[src/rtl/if_id_hazard_ctrl_if.sv]
// Bundle of the ID/EX hazard inputs and the IF-stage control/status outputs.
// The pipeline side drives hazard sources; the controller side drives the enables.
interface if_id_hazard_ctrl_if #(
    parameter int REG_W = 5,
    parameter int CNT_W = 16
) ();
    logic [REG_W-1:0] id_rs;
    logic [REG_W-1:0] id_rt;
    logic             ex_mem_read;
    logic [REG_W-1:0] ex_rt;
    logic             branch_taken;
    logic             imem_ready;
    logic             pc_write;
    logic             if_id_write;
    logic             if_flush;
    logic             id_ex_bubble;
    logic             timeout_err;
    logic [CNT_W-1:0] stall_cnt;
    logic [CNT_W-1:0] flush_cnt;

    modport master (
        output id_rs, id_rt, ex_mem_read, ex_rt, branch_taken, imem_ready,
        input  pc_write, if_id_write, if_flush, id_ex_bubble, timeout_err,
               stall_cnt, flush_cnt
    );

    modport slave (
        input  id_rs, id_rt, ex_mem_read, ex_rt, branch_taken, imem_ready,
        output pc_write, if_id_write, if_flush, id_ex_bubble, timeout_err,
               stall_cnt, flush_cnt
    );
endinterface

[src/rtl/if_id_hazard_ctrl.sv]
// IF / IF-ID hazard controller: load-use stalls, taken-branch flushes, imem waits
// with a deferred flush and fetch timeout, plus saturating stall/flush counters.
module if_id_hazard_ctrl #(
    parameter int REG_W   = 5,
    parameter int WAIT_W  = 4,
    parameter int TIMEOUT = 15,
    parameter int CNT_W   = 16
) (
    input  logic                  clk,
    input  logic                  rst_n,
    if_id_hazard_ctrl_if.slave    hz
);

    typedef enum logic [1:0] {
        RUN  = 2'd0,
        WAIT = 2'd1,
        ERR  = 2'd2
    } state_t;

    localparam logic [CNT_W-1:0]  CNT_MAX  = {CNT_W{1'b1}};
    localparam logic [WAIT_W-1:0] WAIT_TOP = WAIT_W'(TIMEOUT);

    state_t            state, next_state;
    logic              flush_pend, next_pend;
    logic [WAIT_W-1:0] wait_cnt, next_wait;
    logic [CNT_W-1:0]  stall_q, flush_q;

    logic load_use;
    logic pc_write, if_id_write, if_flush, bubble, timeout_err;

    assign load_use = hz.ex_mem_read && (hz.ex_rt != '0) &&
                      ((hz.ex_rt == hz.id_rs) || (hz.ex_rt == hz.id_rt));

    // Mealy control; defaults are the safe "hold everything, inject a bubble" setting.
    always_comb begin
        pc_write    = 1'b0;
        if_id_write = 1'b0;
        if_flush    = 1'b0;
        bubble      = 1'b1;
        timeout_err = 1'b0;
        next_state  = state;
        next_pend   = flush_pend;
        next_wait   = wait_cnt;
        if (rst_n) begin
            case (state)
                RUN: begin
                    if (hz.branch_taken) begin
                        pc_write = 1'b1;
                        if_flush = 1'b1;
                        bubble   = 1'b0;
                        if (!hz.imem_ready) begin
                            next_pend  = 1'b1;
                            next_state = WAIT;
                            next_wait  = WAIT_W'(1);
                        end
                    end else if (load_use) begin
                        next_state = RUN;
                    end else if (!hz.imem_ready) begin
                        next_state = WAIT;
                        next_wait  = WAIT_W'(1);
                    end else begin
                        pc_write    = 1'b1;
                        if_id_write = 1'b1;
                        bubble      = 1'b0;
                    end
                end
                WAIT: begin
                    if (!hz.imem_ready) begin
                        if (wait_cnt == WAIT_TOP) begin
                            next_state = ERR;
                        end else begin
                            next_wait = wait_cnt + WAIT_W'(1);
                        end
                    end else if (flush_pend) begin
                        // The word arriving now belongs to the old path; drop it.
                        pc_write   = 1'b1;
                        if_flush   = 1'b1;
                        next_pend  = 1'b0;
                        next_wait  = '0;
                        next_state = RUN;
                    end else begin
                        pc_write    = 1'b1;
                        if_id_write = 1'b1;
                        bubble      = 1'b0;
                        next_wait   = '0;
                        next_state  = RUN;
                    end
                end
                ERR: begin
                    timeout_err = 1'b1;
                end
                default: begin
                    next_state = RUN;
                end
            endcase
        end
    end

    always_ff @(posedge clk or negedge rst_n) begin
        if (!rst_n) begin
            state      <= RUN;
            flush_pend <= 1'b0;
            wait_cnt   <= '0;
            stall_q    <= '0;
            flush_q    <= '0;
        end else begin
            state      <= next_state;
            flush_pend <= next_pend;
            wait_cnt   <= next_wait;
            if ((state != ERR) && !pc_write && (stall_q != CNT_MAX)) begin
                stall_q <= stall_q + CNT_W'(1);
            end
            if (if_flush && (flush_q != CNT_MAX)) begin
                flush_q <= flush_q + CNT_W'(1);
            end
        end
    end

    assign hz.pc_write     = pc_write;
    assign hz.if_id_write  = if_id_write;
    assign hz.if_flush     = if_flush;
    assign hz.id_ex_bubble = bubble;
    assign hz.timeout_err  = timeout_err;
    assign hz.stall_cnt    = stall_q;
    assign hz.flush_cnt    = flush_q;

endmodule

[src/flat_wrapper.sv]
// flat-port wrapper written by rule: the top's interface ports become plain ports
module if_id_hazard_ctrl_flat 
#(
    parameter int REG_W   = 5,
    parameter int WAIT_W  = 4,
    parameter int TIMEOUT = 15,
    parameter int CNT_W   = 16
)
  (clk, rst_n, hz_id_rs, hz_id_rt, hz_ex_mem_read, hz_ex_rt, hz_branch_taken, hz_imem_ready, hz_pc_write, hz_if_id_write, hz_if_flush, hz_id_ex_bubble, hz_timeout_err, hz_stall_cnt, hz_flush_cnt);
  if_id_hazard_ctrl_if #(.REG_W(REG_W), .CNT_W(CNT_W)) hz_i ();
  input  logic clk;
  input  logic rst_n;
  input wire logic [$bits(hz_i.id_rs)-1:0] hz_id_rs;
  input wire logic [$bits(hz_i.id_rt)-1:0] hz_id_rt;
  input wire logic [$bits(hz_i.ex_mem_read)-1:0] hz_ex_mem_read;
  input wire logic [$bits(hz_i.ex_rt)-1:0] hz_ex_rt;
  input wire logic [$bits(hz_i.branch_taken)-1:0] hz_branch_taken;
  input wire logic [$bits(hz_i.imem_ready)-1:0] hz_imem_ready;
  output wire logic [$bits(hz_i.pc_write)-1:0] hz_pc_write;
  output wire logic [$bits(hz_i.if_id_write)-1:0] hz_if_id_write;
  output wire logic [$bits(hz_i.if_flush)-1:0] hz_if_flush;
  output wire logic [$bits(hz_i.id_ex_bubble)-1:0] hz_id_ex_bubble;
  output wire logic [$bits(hz_i.timeout_err)-1:0] hz_timeout_err;
  output wire logic [$bits(hz_i.stall_cnt)-1:0] hz_stall_cnt;
  output wire logic [$bits(hz_i.flush_cnt)-1:0] hz_flush_cnt;
  assign hz_i.id_rs = hz_id_rs;
  assign hz_i.id_rt = hz_id_rt;
  assign hz_i.ex_mem_read = hz_ex_mem_read;
  assign hz_i.ex_rt = hz_ex_rt;
  assign hz_i.branch_taken = hz_branch_taken;
  assign hz_i.imem_ready = hz_imem_ready;
  assign hz_pc_write = hz_i.pc_write;
  assign hz_if_id_write = hz_i.if_id_write;
  assign hz_if_flush = hz_i.if_flush;
  assign hz_id_ex_bubble = hz_i.id_ex_bubble;
  assign hz_timeout_err = hz_i.timeout_err;
  assign hz_stall_cnt = hz_i.stall_cnt;
  assign hz_flush_cnt = hz_i.flush_cnt;
  if_id_hazard_ctrl #(.REG_W(REG_W), .WAIT_W(WAIT_W), .TIMEOUT(TIMEOUT), .CNT_W(CNT_W)) u_core (.clk(clk), .rst_n(rst_n), .hz(hz_i));
endmodule
[config.mk]
export PLATFORM = sky130hd
export DESIGN_NAME = if_id_hazard_ctrl_flat
export DESIGN_NICKNAME = d
export VERILOG_FILES = /design/src/rtl/if_id_hazard_ctrl_if.sv /design/src/rtl/if_id_hazard_ctrl.sv /design/src/flat_wrapper.sv
export SDC_FILE = /design/constraint.sdc
export NUM_CORES = 1
export LEC_CHECK = 0
export BUFFER_PORTS_ARGS = -buffer_cell sky130_fd_sc_hd__buf_4
export CAP_MARGIN = 20
export CORE_MARGIN = 10
export CORE_UTILIZATION = 54
export CTS_BUF_LIST = sky130_fd_sc_hd__clkbuf_4 sky130_fd_sc_hd__clkbuf_8
export DETAILED_ROUTE_END_ITERATION = 12
export GPL_TIMING_DRIVEN = 0
export PLACE_DENSITY = 0.81
export SLEW_MARGIN = 10
export SYNTH_ARGS = -nofsm -noshare
export SYNTH_HDL_FRONTEND = slang
export SYNTH_SLANG_ARGS = --single-unit
[constraint.sdc]
create_clock -name clk -period 2.5 [get_ports clk]
set_input_delay 0.125 -clock clk [delete_from_list [all_inputs] [get_ports clk]]
set_output_delay 0.125 -clock clk [all_outputs]
set_load 0.1 [all_outputs]
==> results by stage <==
Synthesis:
- The synthesized netlist occupies a cell area of ~2200 µm².
- The most instantiated flip-flop cell in the synthesis netlist is sky130_fd_sc_hd__dfrtp_1.
- The async set-or-reset flop fraction in the synthesized netlist is 100.0%.
- Counting every instance in the synthesized netlist gives between 200 and 250.
- The average cell area after synthesis is 10.05 µm².
- The number of nets handed over by synthesis was between 200 and 250.
- The number of storage elements in the synthesis netlist is 39.
- The fraction of the yosys area taken by sequential cells is 44.96%.
- After synthesis, the netlist uses 42 different library cells.
- The warning count from the yosys run is 0.
- The number of enable-type register cells in the synthesized netlist is 0.

Timing:
- The setup TNS after final layout is 0 ns.
- In the finished design, the share of the clock period the worst path needs comes to 91.26%.
- The number of slew-limit violations in the final report is 0.
- The relative slew slack is 60.28%.
- The worst slack on hold paths is 0.2011 ns.
- The measured slew at the worst slew-check pin is slightly below 0.6 ns.
- Setup violations remaining at the end of the flow were counted as 0.
- Setup slack on the critical path of the routed design comes to 0.2185 ns.
- The final hold violation count is 0.
- After layout, the minimum clock period comes to 2.282 ns.
- For the final database, setup skew stands at 0.007152 ns.
- The maximum achievable frequency is 438.3 MHz.
- Setup repair after global routing left no endpoint under its margin.

Hold path:
- The path class of the lowest-slack min-delay path is input port to flop.
- In this run the most critical hold path is launched from hz_branch_taken.

Detailed routing:
- In the routed design, unresolved DRC markers number 0.
- The detailed-route vias per instance is approximately 5.5.
- The first-pass iteration count of the detailed router is 4.
- For this block, the initial DRC count from the detailed router was 86.
- In the final routed layout, each cell accounts on average for 14.65 µm.
- The residual antenna-violating net count after detailed routing is 0.
- For this block, the routed nets add up to approximately 4.8 mm of wire.
- Detailed routing inserted a total of 1800 vias.

CTS:
- TritonCTS built the clock tree.
- The H-tree generated during clock tree synthesis spans 2 levels.
- The clock buffer count from CTS is 5.
- The number of clock sinks seen by CTS is 39.
- After clock tree synthesis, the clock-pin slew on the worst setup and hold paths is 0.07 ns.
- The number of setup buffers added after CTS is 0.
- The cell sitting at the root of the clock tree is a sky130_fd_sc_hd__clkbuf_8.
- The clock tree buffer depth is 2.
- The latest clock arrival within the worst-skew pair is 0.30 ns.

Critical path:
- The start point of the critical path is rst_n.
- The data arrival time of the critical path is 2.46 ns.
- The sort of element at the start of the critical path is an input port.
- Along the worst path, the maximum fanout reaches between 40 and 50.
- The capturing element type of the critical path is a flop.
- The critical path required time is 2.68 ns.
- The startpoint of the lowest-slack register-to-register path is u_core.state[1].
- The critical path class is input port to flop.

Power and ir drop:
- The worst ir drop on vdd is between 0.0015 and 0.002 V.
- In this run the power density over the cells is 952.3 nW/µm².
- In this run the static leakage power is 0.001236 µW.

GRT:
- The number of global-route vias before repair came to 1835.
- The remaining global-route overflow is 0.
- Entering global routing, the biggest net connects 47 pins.
- The overall routing resource usage is ~14%.
- The first-pass GRT wire length is 8.355 mm.
- The initial antenna violation count is 0.

Finish:
- In the layout the commonest cells are 55 x sky130_fd_sc_hd__buf_4, 32 x sky130_fd_sc_hd__dfrtp_1, 27 x sky130_fd_sc_hd__xnor2_1.
- The fraction of final layout cells sized beyond drive strength 1 is about a third.
- The library cell used most frequently in the layout, excluding fill and tap cells, is sky130_fd_sc_hd__buf_4.
- The total inserted antenna cells is 0.
- Fill cells in the final layout number 294.
- In the final design database the tool counted 303 nets.
- Measured on the finished design, the core utilization comes to between 70% and 80%.
- Compared with the post-synthesis result, the final layout area differs by 28.65%.
- The count of cells in the finished layout, fillers not included, comes to 329.

Die:
- The die boundary height is 83.41 µm.
- The core box area is around 3800 µm².
- The die covers 6956 µm².
- The starting utilization of the core area is 57.56%.
- The floorplan step set the die width to around 83 µm.
- 57 I/O pins were placed.
- In this run the core area contains 22 standard-cell rows.

Placement:
- At the placement stage, the worst setup path has a slack of 0.2970 ns.
- Routability-driven placement finished with a final weighted congestion of 0.8096.
- The total of buffers placed on input and output ports is 56.
- The wire-length estimate of the detail-placed layout is 3.670 mm.
- The cell count after placement is 320.

Status:
- The flow ran to the end, and the final reports show no timing, DRC or antenna violations.

Flow run:
- The max-cap violation count is 0.
-- worst max-delay path: stages --
cell and delay, ns:
sky130_fd_sc_hd__dlygate4sd3_1 0.54, sky130_fd_sc_hd__buf_6 0.34, sky130_fd_sc_hd__nand2b_1 0.29, sky130_fd_sc_hd__a21oi_4 0.22, sky130_fd_sc_hd__nand4_1 0.11, sky130_fd_sc_hd__a31oi_1 0.46, sky130_fd_sc_hd__nand4_1 0.18, sky130_fd_sc_hd__xnor2_1 0.16
-- path summary, 6_finish.rpt --
kind	cells after the start	slack (ns)	endpoint
worst max-delay path	8	0.22	u_core.hz.flush_cnt[14]
worst min-delay path	3	0.20	u_core.flush_pend
worst max register to register	7	0.34	u_core.hz.flush_cnt[14]
worst min register to register	1	0.48	u_core.hz.stall_cnt[9]
max in group asynchronous	2	1.87	u_core.hz.flush_cnt[4]
min in group asynchronous	2	0.29	u_core.wait_cnt[3]
-- flip-flops by register name, summed over array words and instances (netlist names) --
signal / count
u_core.state: 2
u_core.hz.flush_cnt: 16
u_core.wait_cnt: 4
u_core.hz.stall_cnt: 16
u_core.flush_pend: 1
-- cell type report --
cell class	instances	area (µm²)	share of cell area, %
well taps	48	60.06	2.151
plain buffers	7	36.28	1.299
repair buffers	57	434.2	15.55
inverters	1	3.754	0.1344
multi-input cells	169	1170	41.89
clock buffers	8	103.9	3.719
flip-flops and latches	39	984.7	35.26
-- synth_stat cells (all sizes together), types with 2 or more instances --
library cell / number / area share, %
a21oi: 6 / 1.4
a22oi: 2 / 0.69
a31oi: 2 / 0.58
and3: 6 / 1.8
and4: 2 / 0.81
buf: 3 / 0.98
clkbuf: 4 / 0.69
dfrtp: 39 / 45
ha: 3 / 1.7
mux2: 3 / 1.6
nand2: 19 / 3.3
nand2b: 3 / 0.86
nand3: 26 / 8.3
nand4: 9 / 2.6
nor2: 16 / 2.8
nor2b: 2 / 0.58
nor3: 4 / 1.2
nor3b: 2 / 0.69
o21ai: 10 / 2.8
or4: 3 / 1.2
xnor2: 27 / 11
xor2: 13 / 5.2
-- per-stage QoR --
stage / area, µm² / total power, µW
after floorplan: 2195 / 1897
after global placement: 2675 / 2189
after detailed placement: 2675 / 2204
after CTS: 2789 / 2682
after global routing: 2793 / 2784
final: 2793 / 2660
-- per-layer routing --
layer	routed length [µm]	vias to the layer above	GRT usage [%]	part of all wire (%)
li1	-	888	-	-
met1	2067	866	15.70	43
met2	2367	41	23.46	49
met3	329	5	4.492	6.8
met4	57	0	5.077	1.2
met5	0	-	0	0
-- repair_timing --
item                                   4_1_cts  5_1_grt
gates resized for setup                      0        1
endpoints found under the hold margin       39        0
setup endpoints to repair                    0       11
hold buffers                                 1        0
-- where the power goes --
part,switching [µW],total (µW),internal (µW)
Combinational,983,1290,310
Clock,214,477,263
Sequential,141,889,749
Total,1340,2660,1320
-- cells by family after synthesis --
family	synth area share (%)
AOI/OAI and AO/OA	7.320
xor gates and xnor gates	16.14
adders and majority gates	1.729
buffers and inverters	1.844
DFF	44.96
muxes	1.556
and+or+nand+nor	26.46
(Power assumes the default switching activity.)
